--- src/rtl/pmsm_pkg.sv ---
// Shared types and constants for the PMSM sampling and control path.
package pmsm_pkg;

    localparam int ADC_W_DEF = 12;

    typedef enum logic [2:0] {
        IDLE  = 3'd0,
        CONV0 = 3'd1,
        CONV1 = 3'd2,
        FOC   = 3'd3,
        VEL   = 3'd4
    } seq_state_e;

endpackage

--- src/rtl/foc_seq_wdt.sv ---
// ADC acknowledge watchdog for the sample sequencer.
// Compiled only when SEQ_ADC_TIMEOUT_EN is defined.
`ifdef SEQ_ADC_TIMEOUT_EN
module foc_seq_wdt #(
    parameter int TO = 255
) (
    input  logic clk,
    input  logic rst_n,
    input  logic run,
    input  logic clr,
    output logic expired
);

    localparam int CW = $clog2(TO + 1);

    logic [CW-1:0] cnt_q, cnt_d;

    always_comb begin
        cnt_d = cnt_q;
        if (!run || clr) begin
            cnt_d = '0;
        end else begin
            cnt_d = cnt_q + 1'b1;
        end
    end

    always_ff @(posedge clk) begin
        if (!rst_n) begin
            cnt_q <= '0;
        end else begin
            cnt_q <= cnt_d;
        end
    end

    // Fires on the TO-th consecutive waiting cycle; an ack in that cycle wins.
    assign expired = run && !clr && (cnt_q == CW'(TO - 1));

endmodule
`endif

--- src/rtl/foc_sample_sequencer.sv ---
// Sequences two-phase ADC sampling at PWM center, then the current and velocity loops.
// Optional ADC ack watchdog enabled by SEQ_ADC_TIMEOUT_EN.
module foc_sample_sequencer
    import pmsm_pkg::*;
#(
    parameter int ADC_W   = ADC_W_DEF,
    parameter int VEL_DIV = 10,
    parameter int ADC_TO  = 255
) (
    input  logic                  clk,
    input  logic                  rst_n,
    input  logic                  pwm_center,
    output logic                  adc_req,
    output logic                  adc_ch,
    input  logic                  adc_ack,
    input  logic [ADC_W-1:0]      adc_data,
    output logic [1:0][ADC_W-1:0] phase_current,
    output logic                  cur_valid,
    output logic                  foc_start,
    input  logic                  foc_done,
    output logic                  vel_start,
    input  logic                  vel_done,
    output logic                  busy,
    output logic                  overrun,
    output logic                  adc_fault,
    input  logic                  flag_clr
);

    localparam logic [7:0] VEL_LAST = 8'(VEL_DIV - 1);

    seq_state_e             state_q, state_d;
    logic [7:0]             vel_cnt_q, vel_cnt_d;
    logic [1:0][ADC_W-1:0]  phase_q, phase_d;
    logic                   cur_valid_q, cur_valid_d;
    logic                   foc_start_q, foc_start_d;
    logic                   vel_start_q, vel_start_d;
    logic                   overrun_q, overrun_d;
    logic                   adc_timeout;
    logic                   converting;

    assign converting = (state_q == CONV0) || (state_q == CONV1);

`ifdef SEQ_ADC_TIMEOUT_EN
    logic fault_q, fault_d;

    foc_seq_wdt #(
        .TO (ADC_TO)
    ) u_wdt (
        .clk     (clk),
        .rst_n   (rst_n),
        .run     (converting),
        .clr     (adc_ack),
        .expired (adc_timeout)
    );

    always_comb begin
        fault_d = fault_q;
        if (flag_clr) begin
            fault_d = 1'b0;
        end
        if (adc_timeout) begin
            fault_d = 1'b1;
        end
    end

    always_ff @(posedge clk) begin
        if (!rst_n) begin
            fault_q <= 1'b0;
        end else begin
            fault_q <= fault_d;
        end
    end

    assign adc_fault = fault_q;
`else
    // Keeps ADC_TO referenced when the watchdog is compiled out.
    logic unused_adc_to;
    assign unused_adc_to = ADC_TO[0];
    assign adc_timeout   = 1'b0;
    assign adc_fault     = 1'b0;
`endif

    always_comb begin
        state_d     = state_q;
        vel_cnt_d   = vel_cnt_q;
        phase_d     = phase_q;
        cur_valid_d = 1'b0;
        foc_start_d = 1'b0;
        vel_start_d = 1'b0;
        overrun_d   = overrun_q;

        if (flag_clr) begin
            overrun_d = 1'b0;
        end
        if (pwm_center && (state_q != IDLE)) begin
            overrun_d = 1'b1;
        end

        case (state_q)
            IDLE: begin
                if (pwm_center) begin
                    state_d = CONV0;
                end
            end
            CONV0: begin
                if (adc_ack) begin
                    phase_d[0] = adc_data;
                    state_d    = CONV1;
                end else if (adc_timeout) begin
                    state_d = IDLE;
                end
            end
            CONV1: begin
                if (adc_ack) begin
                    phase_d[1]  = adc_data;
                    cur_valid_d = 1'b1;
                    foc_start_d = 1'b1;
                    state_d     = FOC;
                end else if (adc_timeout) begin
                    state_d = IDLE;
                end
            end
            FOC: begin
                if (foc_done) begin
                    if (vel_cnt_q == VEL_LAST) begin
                        vel_cnt_d   = '0;
                        vel_start_d = 1'b1;
                        state_d     = VEL;
                    end else begin
                        vel_cnt_d = vel_cnt_q + 8'd1;
                        state_d   = IDLE;
                    end
                end
            end
            VEL: begin
                if (vel_done) begin
                    state_d = IDLE;
                end
            end
            default: state_d = IDLE;
        endcase
    end

    always_ff @(posedge clk) begin
        if (!rst_n) begin
            state_q     <= IDLE;
            vel_cnt_q   <= '0;
            phase_q     <= '0;
            cur_valid_q <= 1'b0;
            foc_start_q <= 1'b0;
            vel_start_q <= 1'b0;
            overrun_q   <= 1'b0;
        end else begin
            state_q     <= state_d;
            vel_cnt_q   <= vel_cnt_d;
            phase_q     <= phase_d;
            cur_valid_q <= cur_valid_d;
            foc_start_q <= foc_start_d;
            vel_start_q <= vel_start_d;
            overrun_q   <= overrun_d;
        end
    end

    assign adc_req       = converting;
    assign adc_ch        = (state_q == CONV1);
    assign busy          = (state_q != IDLE);
    assign phase_current = phase_q;
    assign cur_valid     = cur_valid_q;
    assign foc_start     = foc_start_q;
    assign vel_start     = vel_start_q;
    assign overrun       = overrun_q;

endmodule

--- config.mk ---
export PLATFORM = sky130hd
export DESIGN_NAME = foc_sample_sequencer
export DESIGN_NICKNAME = d
export VERILOG_FILES = /design/src/rtl/pmsm_pkg.sv /design/src/rtl/foc_seq_wdt.sv /design/src/rtl/foc_sample_sequencer.sv
export SDC_FILE = /design/constraint.sdc
export NUM_CORES = 1
export LEC_CHECK = 0
export CAP_MARGIN = 25
export CELL_PAD_IN_SITES_DETAIL_PLACEMENT = 1
export CELL_PAD_IN_SITES_GLOBAL_PLACEMENT = 1
export CORE_MARGIN = 5
export CORE_UTILIZATION = 35
export CTS_CLUSTER_DIAMETER = 150
export DETAILED_ROUTE_END_ITERATION = 8
export PLACE_DENSITY = 0.79
export SLEW_MARGIN = 30
export SYNTH_ARGS = -nofsm -noshare
export SYNTH_HDL_FRONTEND = slang
export SYNTH_SLANG_ARGS = --single-unit
--- constraint.sdc ---
create_clock -name clk -period 5.73 [get_ports clk]
set_clock_uncertainty 0.05 [all_clocks]
set_input_delay 1.146 -clock clk [delete_from_list [all_inputs] [get_ports clk]]
set_output_delay 1.146 -clock clk [all_outputs]
set_load 0.02 [all_outputs]
Word-level counts from Yosys, hierarchy flattened
Index checks and enable logic that the tools add are counted.
Word-level totals
  flip-flop bits (word level): 38
  bits of input ports: 19
  output and inout port bits: 32
  logic and storage cells: 41
Cells by class
  add/subtract/negate cells: 1
  eq/ne operators: 10
  multiplexer cells: 12
  reduce and logical (&&, ||, !) cells: 11
Operators with widths (count)
  two-way mux 3 bit: 6
  one-hot mux 3 bit (5 select lines): 1
  adder 8 x 1 -> 8 bit, second input constant: 1
  equality test 8 x 4 -> 1 bit, second input constant: 1
  two-way mux 8 bit: 1
  != test 2 bit, second input constant: 4
  AND reduction 2 bit: 4
  equality test 3 x 2 -> 1 bit, second input constant: 2
  AND reduction 5 bit: 1
  two-way mux 1 bit: 4
  equality test 3 x 1 -> 1 bit, second input constant: 1
  equality test 3 bit, second input constant: 1
  zero test 3 bit: 1
  AND reduction 3 bit: 1
  nonzero test 3 bit: 1
  != test 2 x 1 -> 1 bit, second input constant: 1
  nonzero test 2 bit: 1
  logical AND 1 bit: 1
  logical OR 1 bit: 1

Depth between registers and ports, before layout
  depth in word-level cells: 4
  depth in mapped cells: 5
  depth with buffers taken out: 5

Worst setup path before layout
OpenSTA, ideal clock, no wires.
  path kind: flip-flop to output port
  start point: register state_q[1]
  end point: output adc_ch
  arrival: 1.214 ns
  required time: 4.534 ns
  setup slack: 3.320 ns
  stages on the path, launching flop included: 3
  path buffers: 1
  path through: dfxtp_1 clkbuf_1 nor3b_1
On the way
  word-level cells in the longest chain between the ends: 1
Ends and longest elaborated chain
  start: declaration: line foc_sample_sequencer.sv:31  | seq_state_e state_q, state_d;
  start signal: assignment: line foc_sample_sequencer.sv:154  | state_q <= state_d;
  equality test 3 x 2 -> 1 bit: line foc_sample_sequencer.sv:165  | assign adc_ch = (state_q == CONV1);
  end: declaration: line foc_sample_sequencer.sv:14  | output logic adc_ch,
No other way between the ends.

Final worst setup path
  start point: register state_q[0]
  end point: output adc_req
On the way
  word-level cells in the longest chain between the ends: 2
  elaborated cells between the ends (all ways): 3
  classes of those cells: 2 x eq/ne; 1 x reduce/logical
Ends and longest elaborated chain
  equality test 3 x 1 -> 1 bit or equality test 3 x 2 -> 1 bit (tied branches): line foc_sample_sequencer.sv:41  | assign converting = (state_q == CONV0) || (state_q == CONV1);
  logical OR 1 bit *: line foc_sample_sequencer.sv:41
  end: declaration: line foc_sample_sequencer.sv:13  | output logic adc_req,
Every way passes the cells marked *; elsewhere a longest branch is shown, timed or not.

==> results.txt <==
PortBufs: 49
Clock buffer depth: 2
Flop and latch count out of synthesis: 38
Layout cells sized above 1: 7.44%
Met3 wire length: 143 µm
Switching Share: 25.6%
CTS tree: yes
Max cap viols: 0
Worst skew pair latency: 0.28 ns
Die width: 77.8 µm
CP peak stage delay: 0.66 ns
FMAX: 334 MHz
Final min period: 2.99 ns
Reg2Reg Launch Point: state_q[0]$_SDFFE_PN0P_
Worst path slowest cell: dfxtp_1
RSZ-0062 raised after global routing: false
CTS Buf Count: 5
Postcts setup bufs: 0
DP HPWL: 3040 µm
Worst path top cell family by delay: flip-flops
Vias per inst: 5.12
Critical-path cell list: xnor2_1, nor2_1, clkdlybuf4s50_1
Clock share of power: 34.3%
Worst VDD drop: 0.165 mV
# clock sinks: 38
Post-synthesis compound-gate area fraction: 17.6%
Hold crit path type: flip-flop to flip-flop
Metal-1 WL: 1890 µm
CP Launch Point: state_q[0]$_SDFFE_PN0P_
Slew HR: 53.9%
Area Overhead vs Synth: 38.6%
Cells after DPL: 286
Leakage power: 0.735 nW
Register share of total power: 51.1%
Final Hold Vio Count: 0
Power Internal: 0.000409 W
CP bufs+invs: 1
Startpoint Class: flip-flop
Root buffer cell: clkbuf_8
DRC: 0
CP Max Fanout: 17
Final #Nets: 262
Critical path class: flip-flop to primary output
Adder-cell area share of the yosys netlist: 1.55%
Post-synthesis simple-gate area fraction: 27.9%
Final ANT Viol Nets: 0
Post-synthesis mux area share: 0%
Final Wtd Congestion: 0.745
Via count: 1504
Hold_sp: phase_current[16]$_SDFFE_PN0P_
Top Ports: 51
CORE AREA: 4410 µm²
Met2 wire length: 2160 µm
Largest family of logic cells by synthesized area: simple AND/OR/NAND/NOR gates
Vias in the first global route: 1507
CP Data Required Time: 4.53 ns
Total GRT Usage: 14.1%
Total power per unit cell area: 246 nW/µm²
Starting density of the core: 36.5%
Setup-failing EPs final: 0
Xor and xnor fraction of the mapped netlist area: 1.09%
Post-route setup TNS: 0 ns
Slew at the pin with the worst max-slew slack: 0.687 ns
Mean Syn Cell Area: 8.22 µm²
CP endpoint kind: primary output
Uppermost routed layer: met4
H-tree depth: 2
Row count: 24
Clock slew at reported path FFs: 0.07 ns
Initial antenna violation count: 0
Comb power frac: 14.5%
Largest net degree at the start of global routing: 29
Fillcell total: 533
Total congestion overflow: 0
Drt pass-1 iters: 4
Finished Layout Cells: 294
Die footprint: 6060 µm²
Count of cell types in the netlist: 37
Final wirelength: 4220 µm
Post-CTS sizing: 0
Sequential share of the synthesized area: 47.2%
Die Height: 77.8 µm
Fin crit share: 52.2%
Synth Net Count: 217
Wire per inst: 14.4 µm
Status: finished clean
P_sw: 0.000141 W
# diodes: 0
Initial drt markers: 70
Slew Limit Fails: 0
# hold bufs at CTS: 0
Post-Syn Area: 1610 µm²
Cells after Synth: 196
First-pass GRT wire length: 6970 µm
Crit path arrival time: 1.80 ns
Yosys warning total: 0
## cell usage after synthesis
cell type | count | area (µm²)
nand2_1 | 56 | 210
dfxtp_1 | 38 | 761
a21oi_1 | 34 | 170
clkbuf_1 | 9 | 33.8
nor2_1 | 6 | 22.5
nand3_1 | 4 | 20.0
or3_1 | 4 | 25.0
inv_1 | 3 | 11.3
o21ai_0 | 3 | 15.0
o31ai_1 | 3 | 22.5
or4_1 | 3 | 22.5
buf_1 | 2 | 7.51
buf_4 | 2 | 15.0
ha_1 | 2 | 25.0
nand4b_1 | 2 | 17.5
nand4bb_1 | 2 | 22.5
nor4b_1 | 2 | 17.5
nor4bb_1 | 2 | 20.0
a211o_1 | 1 | 8.76
a22oi_2 | 1 | 12.5
a311o_1 | 1 | 10.0
conb_1 | 1 | 3.75
inv_2 | 1 | 3.75
nand2b_1 | 1 | 6.26
nand3b_1 | 1 | 7.51
nand4_1 | 1 | 6.26
nor2b_1 | 1 | 6.26
nor3_1 | 1 | 5.00
nor3b_1 | 1 | 7.51
o211ai_1 | 1 | 7.51
o221ai_1 | 1 | 8.76
o41ai_4 | 1 | 27.5
or3_2 | 1 | 7.51
or4_4 | 1 | 11.3
or4b_4 | 1 | 13.8
xnor2_1 | 1 | 8.76
xor2_1 | 1 | 8.76
## sequential cells by signal, indices dropped and copies added, names as in the netlist
| signal | cells |
|---|---|
| overrun | 1 |
| phase_current | 24 |
| foc_start | 1 |
| vel_cnt_q | 8 |
| state_q | 3 |
| vel_start | 1 |
## layout make-up
cell class | count | area (µm²) | area share, %
clock inverters | 2 | 12.5 | 0.561
flip-flops and latches | 38 | 761 | 34.1
multi-input cells | 141 | 791 | 35.4
inverters | 4 | 15.0 | 0.673
repair buffers | 51 | 505 | 22.6
well taps | 52 | 65.1 | 2.91
clock buffers | 6 | 82.6 | 3.70
## metrics by stage
step | cell area, µm² | worst slack (ns) | total power [W] | hold slack, ns | util (%)
2_1_floorplan | 1610 | 3.32 | 0.000326 | 0.416 | -
3_3_place_gp | 2140 | 2.54 | 0.000367 | 0.392 | 48.4
3_5_place_dp | 2140 | 2.49 | 0.000368 | 0.401 | 48.4
4_1_cts | 2230 | 2.73 | 0.000558 | 0.411 | 50.6
5_1_grt | 2230 | 2.58 | 0.000579 | 0.436 | 50.6
6_report | 2230 | 2.74 | 0.000550 | 0.408 | 50.6
## layout by cell type (no fill, tap or decap), types with 3 or more instances in the layout
cell type | netlist | layout
a21oi_1 | 34 | 34
clkbuf_8 | 0 | 6
clkdlybuf4s50_1 | 0 | 49
dfxtp_1 | 38 | 38
inv_1 | 3 | 3
nand2_1 | 56 | 56
nand3_1 | 4 | 4
nor2_1 | 6 | 6
o21ai_0 | 3 | 3
o31ai_1 | 3 | 3
or3_1 | 4 | 4
or4_1 | 3 | 3
## power groups by stage
stage	logic [W]	registers (W)	clock network [W]
after floorplan	0.0000349	0.000291	0
after global placement	0.0000805	0.000287	0
after detailed placement	0.0000809	0.000287	0
after CTS	0.0000815	0.000281	0.000195
after global routing	0.0000865	0.000283	0.000210
final	0.0000799	0.000281	0.000189
## worst min-delay path: cells and delay by family (launching register included)
kind,cells,cell delay (ns)
flip-flops,1,0.31
AND/OR/NAND/NOR,1,0.05
AO/OA/AOI/OAI,1,0.05
## layer usage
metal	global-route usage, %	vias to the layer above
met4	4.64	0
met3	3.70	2
met2	23.5	29
met1	17.7	714
met5	0	-
li1	-	759
## worst paths after layout
kind	end	slack, ns	depth (start not counted)
worst min-delay path	phase_current[16]$_SDFFE_PN0P_	0.41	2
worst max-delay path	adc_req	2.74	3
worst max register to register	vel_cnt_q[0]$_SDFFE_PN0P_	3.42	3
worst min register to register	phase_current[16]$_SDFFE_PN0P_	0.41	2
## cells by family (layout without fill, tap and decap cells)
family / Yosys count / in the layout
compound gates: 46 / 46
simple gates: 90 / 90
flops: 38 / 38
other cells: 1 / 1
buf+inv: 17 / 63
xor+xnor: 2 / 2
fa+ha+maj: 2 / 2
Power figures use the tool's default switching activity.
